--- config.mk ---
export PLATFORM = sky130hd
export DESIGN_NAME = rr_arbiter_8_flat
export DESIGN_NICKNAME = d
export VERILOG_FILES = /design/src/rtl/rr_arbiter_8_pkg.sv /design/src/rtl/rr_arbiter_8_if.sv /design/src/rtl/rr_arbiter_8_pick.sv /design/src/rtl/rr_arbiter_8.sv /design/src/flat_wrapper.sv
export SDC_FILE = /design/constraint.sdc
export NUM_CORES = 1
export LEC_CHECK = 0
export BUFFER_PORTS_ARGS = -buffer_cell sky130_fd_sc_hd__buf_4
export CAP_MARGIN = 40
export CORE_MARGIN = 2
export CORE_UTILIZATION = 50
export CTS_CLUSTER_DIAMETER = 30
export DETAILED_ROUTE_END_ITERATION = 6
export PLACE_DENSITY = 0.7
export RECOVER_POWER = 50
export SYNTH_ARGS = -nofsm -noshare
export SYNTH_HDL_FRONTEND = slang
export SYNTH_SLANG_ARGS = --single-unit
--- constraint.sdc ---
create_clock -name clk -period 5.9 [get_ports clk]
set_clock_uncertainty 0.05 [all_clocks]
set_input_delay 0.59 -clock clk [delete_from_list [all_inputs] [get_ports clk]]
set_output_delay 0.59 -clock clk [all_outputs]
set_load 0.02 [all_outputs]
--- src/rtl/rr_arbiter_8_pkg.sv ---
// Shared constants and FSM state type for the 8-input round-robin arbiter.
package rr_arb_pkg;

  localparam int IDX_W = 3;
  localparam int N_REQ = 1 << IDX_W;

  // One-hot encoding leaves unused codes that the FSM must steer back to IDLE.
  typedef enum logic [1:0] {
    IDLE  = 2'b01,
    OFFER = 2'b10
  } state_t;

endpackage

--- src/rtl/rr_arbiter_8_if.sv ---
// Request/grant bundle between the requesters, the arbiter and the index decoder.
// With RR_LOCK_EN defined the bundle also carries the burst-ownership lock bit.
interface rr_arbiter_8_if;
  import rr_arb_pkg::*;

  logic [N_REQ-1:0] req;
  logic             gnt_ready;
  logic             gnt_valid;
  logic [IDX_W-1:0] gnt_idx;
  logic [IDX_W-1:0] ptr;
`ifdef RR_LOCK_EN
  logic             lock;
`endif

`ifdef RR_LOCK_EN
  modport master (
    input  req, gnt_ready, lock,
    output gnt_valid, gnt_idx, ptr
  );
  modport slave (
    output req, gnt_ready, lock,
    input  gnt_valid, gnt_idx, ptr
  );
`else
  modport master (
    input  req, gnt_ready,
    output gnt_valid, gnt_idx, ptr
  );
  modport slave (
    output req, gnt_ready,
    input  gnt_valid, gnt_idx, ptr
  );
`endif

endinterface

--- src/rtl/rr_arbiter_8_pick.sv ---
// Rotate-priority scan: first set request bit at or after start, wrapping mod N_REQ.
module rr_pick #(
  parameter int IDX_W = rr_arb_pkg::IDX_W,
  parameter int N_REQ = rr_arb_pkg::N_REQ
) (
  input  logic [N_REQ-1:0] req,
  input  logic [IDX_W-1:0] start,
  output logic             found,
  output logic [IDX_W-1:0] idx
);

  logic [IDX_W-1:0] pos;

  // Walk from the farthest offset back to start so the nearest hit is written last.
  // N_REQ == 2**IDX_W, so the IDX_W-bit add wraps exactly like mod N_REQ.
  always_comb begin
    // NOTE: every output of a combinational block gets a default before any
    // branch; a path that leaves one unassigned would infer a latch.
    found = 1'b0;
    idx   = '0;
    pos   = '0;
    for (int i = N_REQ - 1; i >= 0; i--) begin
      pos = start + IDX_W'(i);
      if (req[pos]) begin
        found = 1'b1;
        idx   = pos;
      end
    end
  end

endmodule

--- src/rtl/rr_arbiter_8.sv ---
// 8-input round-robin arbiter presenting the winner index under valid/ready.
// Optional RR_LOCK_EN adds a lock bit that keeps ownership across a handshake.
module rr_arbiter_8 #(
  parameter int IDX_W = rr_arb_pkg::IDX_W,
  parameter int N_REQ = rr_arb_pkg::N_REQ
) (
  input logic                 clk,
  input logic                 rst_n,
  rr_arbiter_8_if.master      bus
);
  import rr_arb_pkg::state_t;
  import rr_arb_pkg::IDLE;
  import rr_arb_pkg::OFFER;

  localparam logic [IDX_W-1:0] ONE = IDX_W'(1);

  state_t           state, next_state;
  logic             next_valid;
  logic [IDX_W-1:0] next_idx;
  logic [IDX_W-1:0] next_ptr;
  logic [IDX_W-1:0] pick_start;
  logic [IDX_W-1:0] pick_idx;
  logic             pick_found;
  logic             handshake;
  logic [IDX_W-1:0] after_idx;

  assign handshake = (state == OFFER) && bus.gnt_valid && bus.gnt_ready;
  assign after_idx = bus.gnt_idx + ONE;

  // One shared scanner: fresh arbitration from ptr when idle, rescan on handshake.
  always_comb begin
    pick_start = bus.ptr;
    if (handshake) begin
`ifdef RR_LOCK_EN
      pick_start = bus.lock ? bus.gnt_idx : after_idx;
`else
      pick_start = after_idx;
`endif
    end
  end

  rr_pick #(
    .IDX_W (IDX_W),
    .N_REQ (N_REQ)
  ) u_pick (
    .req   (bus.req),
    .start (pick_start),
    .found (pick_found),
    .idx   (pick_idx)
  );

  always_comb begin
    next_state = state;
    next_valid = bus.gnt_valid;
    next_idx   = bus.gnt_idx;
    next_ptr   = bus.ptr;

    case (state)
      IDLE: begin
        next_valid = 1'b0;
        if (pick_found) begin
          next_state = OFFER;
          next_valid = 1'b1;
          next_idx   = pick_idx;
        end
      end

      OFFER: begin
        // Grant is sticky: nothing on req matters until the offer is taken.
        if (handshake) begin
`ifdef RR_LOCK_EN
          next_ptr = bus.lock ? bus.ptr : after_idx;
`else
          next_ptr = after_idx;
`endif
          if (pick_found) begin
            next_idx = pick_idx;
          end else begin
            next_state = IDLE;
            next_valid = 1'b0;
          end
        end
      end

      default: begin
        next_state = IDLE;
        next_valid = 1'b0;
      end
    endcase
  end

  // Reset is synchronous: it is only seen on a rising edge and drops any offer.
  always_ff @(posedge clk) begin
    // NOTE: state registers use non-blocking assignment so every flop samples
    // the pre-edge values regardless of block evaluation order.
    if (!rst_n) begin
      state         <= IDLE;
      bus.gnt_valid <= 1'b0;
      bus.gnt_idx   <= '0;
      bus.ptr       <= '0;
    end else begin
      state         <= next_state;
      bus.gnt_valid <= next_valid;
      bus.gnt_idx   <= next_idx;
      bus.ptr       <= next_ptr;
    end
  end

endmodule
--- src/flat_wrapper.sv ---
// flat-port wrapper written by rule: the top's interface ports become plain ports
module rr_arbiter_8_flat import rr_arb_pkg::state_t; import rr_arb_pkg::IDLE; import rr_arb_pkg::OFFER;
#(
  parameter int IDX_W = rr_arb_pkg::IDX_W,
  parameter int N_REQ = rr_arb_pkg::N_REQ
)
  (clk, rst_n, bus_req, bus_gnt_ready, bus_gnt_valid, bus_gnt_idx, bus_ptr);
  rr_arbiter_8_if bus_i ();
  input logic clk;
  input logic rst_n;
  input wire logic [$bits(bus_i.req)-1:0] bus_req;
  input wire logic [$bits(bus_i.gnt_ready)-1:0] bus_gnt_ready;
  output wire logic [$bits(bus_i.gnt_valid)-1:0] bus_gnt_valid;
  output wire logic [$bits(bus_i.gnt_idx)-1:0] bus_gnt_idx;
  output wire logic [$bits(bus_i.ptr)-1:0] bus_ptr;
  assign bus_i.req = bus_req;
  assign bus_i.gnt_ready = bus_gnt_ready;
  assign bus_gnt_valid = bus_i.gnt_valid;
  assign bus_gnt_idx = bus_i.gnt_idx;
  assign bus_ptr = bus_i.ptr;
  rr_arbiter_8 #(.IDX_W(IDX_W), .N_REQ(N_REQ)) u_core (.clk(clk), .rst_n(rst_n), .bus(bus_i));
endmodule
# [Yosys cells after proc, flatten, opt, wreduce, memory -nomap -nowiden]
# Cells that the tools add are included.
[word_totals] regBits=9 latch_bits=0 mem_bits_rw=0 romBits=0 out_inout_bits=7 word_cells=75 n_memories=0
[classes] n_addsub=8 multipliers=0 div_mod_pow=0 n_lt_le_gt_ge=8 eq_ne=5 shifts=0 muxes=44 bitwise_logic=0 reduce_logical=6
[ops] operator="$mux W3" count=11
[ops] operator="$lt A3 B4 Y1 const B" count=8
[ops] operator="$bmux W1 S3" count=8
[ops] operator="$mux W1" count=19
[ops] operator="$add A3 B3 Y3 const B" count=4
[ops] operator="$add A3 B1 Y3 const B" count=2
[ops] operator="$add A3 B2 Y3 const B" count=2
[ops] operator="$mux W2" count=3
[ops] operator="$pmux W3 S2" count=1
[ops] operator="$ne A2 B1 Y1 const B" count=2
[ops] operator="$pmux W2 S2" count=1
[ops] operator="$reduce_and A2 Y1" count=2
[ops] operator="$reduce_and A3 Y1" count=1
[ops] operator="$eq A2 B1 Y1 const B" count=1
[ops] operator="$eq A2 B2 Y1 const B" count=1
[ops] operator="$logic_and A1 B1 Y1" count=2
[ops] operator="$ne A2 B2 Y1 const B" count=1
[ops] operator="$pmux W1 S2" count=1
[ops] operator="$reduce_bool A2 Y1" count=1

# [Longest topological paths before layout]
# Gate-level depths: netlist of the first run.
[depth] depth_word=18 depth_mapped=14 mapped_depth_nobuf=12

# [By module]
# Synthesis of the first run repeated with hierarchy kept, for this count alone.
[hier_totals] cells_unflattened=147 hier_area_um2=1298.7
[modules_own_cells] mod="rr_pick" n_inst=1 cells_each=90 area_per_inst_um2=782.0
[modules_own_cells] mod="rr_arbiter_8" n_inst=1 cells_each=57 area_per_inst_um2=516.7

# [Least setup slack after synthesis of the first run]
# Ideal clock, no wire load.
[synth_timing] path_kind="input to register" startpoint="input bus_gnt_ready" endpoint="register u_core.bus.gnt_idx[0]" arrival_time_ns=3.328 setup_slack_ns=2.400 stages=13 path_buffers=2 path_cell_list="and4b_1 > buf_6 > mux2i_4 > inv_2 > buf_2 > ha_1 > inv_1 > mux4_2 > mux2i_2 > nor3b_2 > nand2_1 > o2111a_1 > o311a_1"
[synth_between] elab_chain_len=16
[synth_rtl] item="start: declaration" line_no="flat_wrapper.sv:12" text="input wire logic [$bits(bus_i.gnt_ready)-1:0] bus_gnt_ready;"
[synth_rtl] item="$logic_and A1 B1 Y1 (*)" line_no="rr_arbiter_8.sv:27" text="assign handshake = (state == OFFER) && bus.gnt_valid && bus.gnt_ready;"
[synth_rtl] item="$mux W3"
[synth_rtl] item="$add A3 B3 Y3" line_no="rr_arbiter_8_pick.sv:23" text="pos = start + IDX_W'(i);"
[synth_rtl] item="$bmux W1 S3" line_no="rr_arbiter_8_pick.sv:24" text="if (req[pos]) begin"
[synth_rtl] item="$mux W1 (not written as such)" line_no="rr_arbiter_8_pick.sv:24"
[synth_rtl] item="$mux W3 / $mux W1 (equally long branches) (8 in series)" line_no="rr_arbiter_8_pick.sv:24"
[synth_rtl] item="$mux W3" line_no="rr_arbiter_8.sv:61, rr_arbiter_8.sv:76"
[synth_rtl] item="$mux W3" line_no="rr_arbiter_8.sv:70" text="if (handshake) begin"
[synth_rtl] item="$pmux W3 S2" line_no="rr_arbiter_8.sv:58" text="case (state)"
[synth_rtl] item="end signal: assignment" line_no="rr_arbiter_8.sv:104" text="bus.gnt_idx <= next_idx;"
[synth_rtl] item="end: declaration" line_no="rr_arbiter_8_if.sv:27" text="output gnt_valid, gnt_idx, ptr"
# Every way passes the cells marked *; elsewhere a longest branch is shown, timed or not. The select of a mux whose other input is x is not followed.
# A chain may end at the register's enable or synchronous reset.

# [Worst setup path in the final report of the first run]
[layout_timing] startpoint="register u_core.bus.gnt_valid" endpoint="register u_core.bus.gnt_idx[2]"
[layout_between] elab_chain_len=17
[layout_rtl] item="start: declaration" line_no="rr_arbiter_8_if.sv:27"
[layout_rtl] item="start signal: assignment" line_no="rr_arbiter_8.sv:103" text="bus.gnt_valid <= next_valid;"
[layout_rtl] item="$logic_and A1 B1 Y1 (*) (2 in series)" line_no="rr_arbiter_8.sv:27"
[layout_rtl] item="$mux W3"
[layout_rtl] item="$add A3 B3 Y3" line_no="rr_arbiter_8_pick.sv:23"
[layout_rtl] item="$bmux W1 S3" line_no="rr_arbiter_8_pick.sv:24"
[layout_rtl] item="$mux W1 (not written as such)" line_no="rr_arbiter_8_pick.sv:24"
[layout_rtl] item="$mux W3 / $mux W1 (equally long branches) (8 in series)" line_no="rr_arbiter_8_pick.sv:24"
[layout_rtl] item="$mux W3" line_no="rr_arbiter_8.sv:61, rr_arbiter_8.sv:76"
[layout_rtl] item="$mux W3" line_no="rr_arbiter_8.sv:70"
[layout_rtl] item="$pmux W3 S2" line_no="rr_arbiter_8.sv:58"
# Marked as above.

==> metrics.yaml, run 1 <==
run_status: "completed"
path_class: "register to register"
synthTopCellsByArea: "dfxtp_1 12%, mux2i_1 7.9%, nand2_1 6.6%"
path_max_fanout: 14
hold_path_class: "primary input to register"
yosysSeqAreaShare: 0.1180
yosys_warnings: 0
viasPerCell: 6.571
max_freq_mhz: 254.8
cts-root-buf: "clkbuf_4"
setup_violations: 0
final-hold-violation-count: 0
dieHeight_um: 59.26
die-area_um2: 3511
grt_pass1_vias: 1636
layout-drive-gt1-share: 0.1584
avgRoutedWirePerCell_um: 17.72
grt_pass1_wl_mm: 7.583
synth.distinct_cells: 57
clk_path_buf_depth: 2
finalInstanceArea_um2: 1653
p_per_area_nw_per_um2: 152.5
cts_tree: "yes"
fin_cells: 254
ys.flop_type: "dfxtp_1"
io_buffers: 17
cts_buffers: 3
synth_top_cell_area_share: 0.1180
dp.cells: 250
ir_worst_vdd_mv: 0.1423
vias: 1669
max_cap_violations: 0
grtUsageTotal: 0.2833
start_util: 0.5126
tightest_slew_ps: 760.7
grt_overflow: 0
post_cts_resized: 0
rrSetupSlack_ps: 1980
finalCritPeriodShare: 0.6652
cp.required_ps: 6020
ctsHoldBuffers: 0
fp.coreArea_um2: 2978
place_congestion: 0.9300
end_kind: "register"
min_period_ps: 3924
final_nets: 235
post_cts_buffers: 0
maxSlewViolCount: 0
async_flop_share: 0
nFillCells: 297
antenna-diode-count: 0
drtIter0Drc: 119
grt_setup_unrepaired: "no"
leakagePower_nw: 0.6643
io_pins: 18
finalSetupTns_ps: 0
die_w_um: 59.26
reg2reg_depth: 12
clkTransAtPathRegs_ps: 70
antenna_found_initial: 0
dr.pass1.iters: 5
routed_wl_mm: 4.502
clkSinkCount: 9
h-tree-depth: 1
ys_seq_elements: 9
final_common_cell: "nand2_1"
worstSkewPairLatency_ps: 280
maxSlewHeadroom: 0.4820
num_rows: 20
synth_area_leader_cell: "dfxtp_1"
grt_max_degree: 20
syn_to_final_growth_pct: 8.279
placed_area_um2: 1652
ant_nets: 0
synthCells: 208
syn_nets: 221
dp.final_hpwl_mm: 3.467
drc: 0
arrival_ps: 4050
mostFrequentLayoutCells: "27 x nand2_1, 20 x nor3_1, 18 x a21oi_1"
synth_area_um2: 1526
synth_edf_count: 0
syn_area_per_cell_um2: 7.339
start_kind: "register"
hold_depth: 2
## path summary, 6_finish.rpt
path / start / end
setup / recovery: u_core.bus.gnt_valid / u_core.bus.gnt_idx[2]
hold / removal: rst_n / u_core.state[0]
setup reg to reg: u_core.bus.gnt_valid / u_core.bus.gnt_idx[2]
hold reg to reg: u_core.bus.gnt_idx[1] / u_core.bus.gnt_idx[1]
## synthesized netlist by cell type (all sizes together), types with 2 or more instances
cell	n
nand2	27
nor3	21
a21oi	19
o21ai	18
mux2i	16
nor2	15
nand2b	14
dfxtp	9
buf	6
inv	5
nand3	5
and2	4
a22oi	3
a2bb2oi	3
o21a	3
xnor2	3
and3	2
clkbuf	2
ha	2
mux4	2
nor2b	2
o311a	2
## registers in the layout (all words and copies together) (netlist names)
register,flops
u_core.bus.gnt_idx,3
u_core.bus.ptr,3
u_core.state,2
u_core.bus.gnt_valid,1
## area by class of cell
class	instances	area, µm²	share of cell area
clock inverter	1	5.005	0.003028
clock buffer	3	22.52	0.01363
tap	33	41.29	0.02498
inverter	5	18.77	0.01136
multi-input combinational	186	1284	0.7767
sequential	9	180.2	0.1090
timing repair buffer	17	101.3	0.06132
## power breakdown
group	switching, mW	internal [mW]
registers	0.00651	0.0674
logic	0.0756	0.0510
clock network	0.0263	0.0252
## cell families after synthesis
| logic type | Yosys count | share of synthesized area |
|---|---|---|
| adders and majority gates | 2 | 0.01639 |
| AOI/OAI and AO/OA | 63 | 0.2828 |
| buffers and inverters | 13 | 0.04098 |
| xor gates and xnor gates | 4 | 0.04017 |
| and+or+nand+nor | 98 | 0.3328 |
| DFF | 9 | 0.1180 |
| muxes | 19 | 0.1688 |
## critical path: stages (launching register included)
cell and delay, ps:
dfxtp_1 410, and4b_1 570, mux2i_4 490, inv_2 220, ha_1 360, inv_1 110
mux4_2 370, mux2i_2 250, nor3b_2 310, nand3_2 140, o21ai_2 280, nand2b_1 80
and3_1 180
## routing by layer
| metal | track usage | routed length, µm |
|---|---|---|
| met3 | 0.02620 | 230 |
| met5 | 0 | 0 |
| met4 | 0.1429 | 103 |
| met2 | 0.4647 | 2199 |
| met1 | 0.3683 | 1968 |
## through the flow
step / total power [mW] / setup slack, ps / hold slack, ps / util
final: 0.2520 / 1976 / 510.9 / 0.5550
after global routing: 0.2669 / 1712 / 545.4 / 0.5550
after CTS: 0.2559 / 2002 / 503.6 / 0.5639
after detailed placement: 0.2034 / 1717 / 565.0 / 0.5546
after global placement: 0.2019 / 1765 / 558.6 / 0.5546
after floorplan: 0.1672 / 2400 / 545.5 / -
(Power assumes the default switching activity.)
==> inputs of run 2 (changes only) <==
==> constraint.sdc (replaced) <==
create_clock -name clk -period 3.8 [get_ports clk]
set_clock_uncertainty 0.05 [all_clocks]
set_input_delay 0.38 -clock clk [delete_from_list [all_inputs] [get_ports clk]]
set_output_delay 0.38 -clock clk [all_outputs]
set_load 0.02 [all_outputs]
==> run 2 against run 1 <==
Net effect: critical path depth down 1; power rose by 52%; count of clock-buffer cells in the layout up 1; flip-flop and latch count unchanged; clock power increased by 38%; critical path type unchanged; largest cell class unchanged; highest routed layer unchanged.
==> metrics.yaml, run 2 (synthesis gave the netlist of run 1 again) <==
grt_pass1_wl_mm: 7.403
cp.required_ps: 3900
run_status: "completed"
layout-drive-gt1-share: 0.1718
ant_nets: 0
drc: 0
h-tree-depth: 1
start_util: 0.5126
cts-root-buf: "clkbuf_4"
end_kind: "register"
num_rows: 20
start_kind: "register"
finalInstanceArea_um2: 1690
routed_wl_mm: 4.429
grtUsageTotal: 0.2732
post_cts_resized: 0
grt_max_degree: 19
ir_worst_vdd_mv: 0.2347
dieHeight_um: 59.26
p_per_area_nw_per_um2: 226.7
cts_buffers: 3
hold_depth: 2
setup_violations: 0
final-hold-violation-count: 0
worstSkewPairLatency_ps: 250
rrSetupSlack_ps: 470
io_buffers: 17
antenna-diode-count: 0
top_regs: "u_core.bus.gnt_idx x3, u_core.bus.ptr x3, u_core.state x2"
hold_path_end: "u_core.state[0]"
avgRoutedWirePerCell_um: 17.03
hold_path_class: "primary input to register"
cts_tree: "yes"
fp.coreArea_um2: 2978
clkTransAtPathRegs_ps: 60
maxSlewHeadroom: 0.6107
dp.final_hpwl_mm: 3.521
final_nets: 241
antenna_found_initial: 0
grt_setup_unrepaired: "no"
r2r_start: "u_core.bus.gnt_idx[0]"
clkSinkCount: 9
mostFrequentLayoutCells: "27 x nand2_1, 20 x nor3_1, 18 x a21oi_1"
dr.pass1.iters: 4
die_w_um: 59.26
final_common_cell: "nand2_1"
min-delay-start: "rst_n"
io_pins: 18
min_period_ps: 3330
ctsHoldBuffers: 0
maxSlewViolCount: 0
tightest_slew_ps: 584.0
max_cap_violations: 0
finalSetupTns_ps: 0
finalCritPeriodShare: 0.8764
path_class: "register to register"
reg2reg_to: "u_core.bus.gnt_idx[2]"
clk_path_buf_depth: 2
vias: 1677
path_max_fanout: 12
arrival_ps: 3430
viasPerCell: 6.450
grt_pass1_vias: 1628
syn_to_final_growth_pct: 10.74
reg2reg_depth: 11
place_congestion: 0.9609
drtIter0Drc: 99
leakagePower_nw: 0.6827
max_freq_mhz: 300.3
placed_area_um2: 1697
hold_slack_ps: 320.0
grt_overflow: 0
die-area_um2: 3511
post_cts_buffers: 0
==> run 2: cell count changes in the layout (fill, tap and decap cells not counted), sizes merged <==
cell,previous run,this run
buf,10,16
clkbuf,10,11
clkinv,1,0
==> run 2: worst max-delay path by stage <==
stage,cells after the start,to,from,slack [ps]
after floorplan,13,u_core.bus.gnt_idx[0],u_core.bus.gnt_valid,370
after global placement,11,u_core.bus.gnt_idx[1],bus_gnt_ready,520
after detailed placement,12,u_core.bus.gnt_idx[2],bus_gnt_ready,470
after CTS,11,u_core.bus.gnt_idx[2],u_core.bus.gnt_idx[0],460
after global routing,11,u_core.bus.gnt_idx[2],u_core.bus.gnt_idx[0],220
final,11,u_core.bus.gnt_idx[2],u_core.bus.gnt_idx[0],470
==> run 2: final cells by class <==
| type | count | area, µm² |
|---|---|---|
| clock buffers | 4 | 26.28 |
| well taps | 33 | 41.29 |
| fillers | 280 | 1287 |
| flip-flops and latches | 9 | 180.2 |
| inverters | 5 | 18.77 |
| multi-input cells | 186 | 1277 |
| repair buffers | 23 | 146.4 |
==> run 2: routing by layer <==
metal / up-vias / GRT usage / wire length, µm
li1: 814 / - / -
met1: 789 / 0.3423 / 1934
met2: 66 / 0.4867 / 2234
met3: 8 / 0.01965 / 187
met5: - / 0 / 0
met4: 0 / 0.09740 / 72
==> run 2: worst max-delay path, stage by stage (launching register included) <==
cell and delay, ps:
dfxtp_1 340, ha_1 470, mux2i_4 330, inv_2 70, ha_1 310, xnor2_1 370, mux2i_1 180, nor3_2 410
nand3_2 160, o21ai_2 290, nand2b_1 80, and3_1 170
==> run 2: metrics by stage <==
stage | cells | util | power [mW] | setup slack [ps]
3_3_place_gp | 256 | 0.5697 | 0.3160 | 519.7
3_5_place_dp | 256 | 0.5697 | 0.3191 | 470.8
6_report | 260 | 0.5676 | 0.3832 | 469.7
2_1_floorplan | 208 | - | 0.2596 | 366.2
5_1_grt | 260 | 0.5676 | 0.4117 | 219.2
4_1_cts | 260 | 0.5786 | 0.3933 | 462.2
==> run 2: where the power goes <==
group / leakage, nW / total [mW] / internal (mW) / switching, mW
Sequential: 0.0741 / 0.116 / 0.105 / 0.0108
Clock: 0.0150 / 0.0709 / 0.0403 / 0.0306
Combinational: 0.594 / 0.197 / 0.0815 / 0.115
Total: 0.683 / 0.383 / 0.227 / 0.157
==> inputs of run 3 (changes only) <==
--- a/config.mk
+++ b/config.mk
@@ -8,10 +8,9 @@
 export BUFFER_PORTS_ARGS = -buffer_cell sky130_fd_sc_hd__buf_4
 export CAP_MARGIN = 40
 export CORE_MARGIN = 2
-export CORE_UTILIZATION = 50
+export CORE_UTILIZATION = 45
 export CTS_CLUSTER_DIAMETER = 30
 export DETAILED_ROUTE_END_ITERATION = 6
-export PLACE_DENSITY = 0.7
 export RECOVER_POWER = 50
 export SYNTH_ARGS = -nofsm -noshare
 export SYNTH_HDL_FRONTEND = slang
==> constraint.sdc (replaced) <==
create_clock -name clk -period 4.3 [get_ports clk]
set_clock_uncertainty 0.05 [all_clocks]
set_input_delay 0.43 -clock clk [delete_from_list [all_inputs] [get_ports clk]]
set_output_delay 0.43 -clock clk [all_outputs]
set_load 0.02 [all_outputs]
==> run 3 against run 2 <==
Net effect: core utilization fell by 5.3 points; combinational power fell by 11%; routed wire length rose by 1.2%; register-to-register slack improved by 100 ps; global-route usage fell by 2.3 points; die area rose by 10%.
==> metrics.yaml, run 3 (synthesis gave the netlist of run 1 again) <==
ant_nets: 0
clk_path_buf_depth: 2
io_buffers: 17
final_nets: 238
finalCritPeriodShare: 0.8669
die_w_um: 62.24
fp.coreArea_um2: 3284
max_freq_mhz: 268.3
dieHeight_um: 62.24
antenna_found_initial: 0
dp.final_hpwl_mm: 3.548
power.total_mw: 0.3444
setup_violations: 0
path_max_fanout: 19
grtUsageTotal: 0.2507
ir_worst_vdd_mv: 0.1647
finalInstanceArea_um2: 1690
clkSinkCount: 9
vias: 1656
routed_wl_mm: 4.482
worstSkewPairLatency_ps: 270
comb_power_share: 0.509
tightest_slew_ps: 622.6
viasPerCell: 6.133
end_kind: "register"
pwr-share-clk: 0.196
grt_pass1_vias: 1643
mostFrequentLayoutCells: "27 x nand2_1, 20 x nor3_1, 18 x a21oi_1"
h-tree-depth: 1
path_class: "register to register"
drtIter0Drc: 133
cts-root-buf: "clkbuf_4"
post_cts_buffers: 0
swShare: 0.4219
max_cap_violations: 0
ctsHoldBuffers: 0
clkTransAtPathRegs_ps: 60
grt_overflow: 0
maxSlewHeadroom: 0.5761
switchingPower_mw: 0.1453
dr.pass1.iters: 4
min_period_ps: 3728
finalSetupTns_ps: 0
post_cts_resized: 0
placed_area_um2: 1690
antenna-diode-count: 0
die-area_um2: 3874
io_pins: 18
run_status: "completed"
top_regs: "u_core.bus.gnt_idx x3, u_core.bus.ptr x3, u_core.state x2"
start_util: 0.4648
cts_tree: "yes"
p_int_mw: 0.1991
cts_buffers: 3
avgRoutedWirePerCell_um: 16.60
syn_to_final_growth_pct: 10.74
p_per_area_nw_per_um2: 203.7
drc: 0
leakagePower_nw: 0.6766
grt_max_degree: 20
grt_setup_unrepaired: "no"
cp.required_ps: 4420
maxSlewViolCount: 0
place_congestion: 1.062
num_rows: 21
hold_path_class: "primary input to register"
grt_pass1_wl_mm: 7.817
final_common_cell: "nand2_1"
seq_power_share: 0.296
final-hold-violation-count: 0
layout-drive-gt1-share: 0.1652
start_kind: "register"
arrival_ps: 3840
==> run 3: layout make-up <==
type | count | area [µm²]
tap | 46 | 57.56
timing repair buffer | 20 | 123.9
sequential | 9 | 180.2
clock buffer | 4 | 26.28
fill | 338 | 1594
multi-input combinational | 186 | 1284
inverter | 5 | 18.77
==> run 3: final timing paths <==
| check | startpoint | endpoint | slack, ps | depth (start not counted) |
|---|---|---|---|---|
| worst max register to register | u_core.state[0] | u_core.bus.gnt_idx[2] | 570 | 12 |
| worst min register to register | u_core.bus.ptr[2] | u_core.bus.ptr[2] | 570 | 2 |
| worst max-delay path | u_core.state[0] | u_core.bus.gnt_idx[2] | 570 | 12 |
| worst min-delay path | rst_n | u_core.state[0] | 360 | 2 |
==> run 3: worst max-delay path, stage by stage (launching register included) <==
cell	delay (ps)
dfxtp_1	320
nand4b_2	350
mux2i_4	600
inv_2	80
ha_1	370
inv_1	130
mux4_2	370
mux2i_2	270
nor3b_2	330
nand3_2	140
o21ai_2	330
nand2b_1	80
and3_1	170
==> run 3: power groups by stage <==
| stage | Clock, mW | Sequential [mW] | Combinational [mW] |
|---|---|---|---|
| after floorplan | 0 | 0.109 | 0.120 |
| final | 0.0674 | 0.102 | 0.175 |
| after global placement | 0 | 0.103 | 0.177 |
| after detailed placement | 0 | 0.103 | 0.179 |
| after CTS | 0.0708 | 0.102 | 0.180 |
| after global routing | 0.0726 | 0.104 | 0.193 |
==> run 3: routing by layer <==
layer	vias to the layer above	GRT usage	part of all wire	routed length, µm
met5	-	0	0	0
met4	0	0.1306	0.030	134
met3	11	0.01449	0.067	299
met2	68	0.4253	0.48	2150
met1	768	0.3214	0.42	1898
li1	809	-	-	-
==> run 3: stage by stage <==
step / hold WS, ps / instances / utilization / setup slack (ps)
2_1_floorplan: 460.0 / 208 / - / 866.2
3_3_place_gp: 565.9 / 266 / 0.5147 / 510.8
3_5_place_dp: 568.7 / 266 / 0.5147 / 438.9
4_1_cts: 360.3 / 270 / 0.5227 / 583.7
5_1_grt: 389.1 / 270 / 0.5147 / 271.1
6_report: 362.7 / 270 / 0.5147 / 572.3
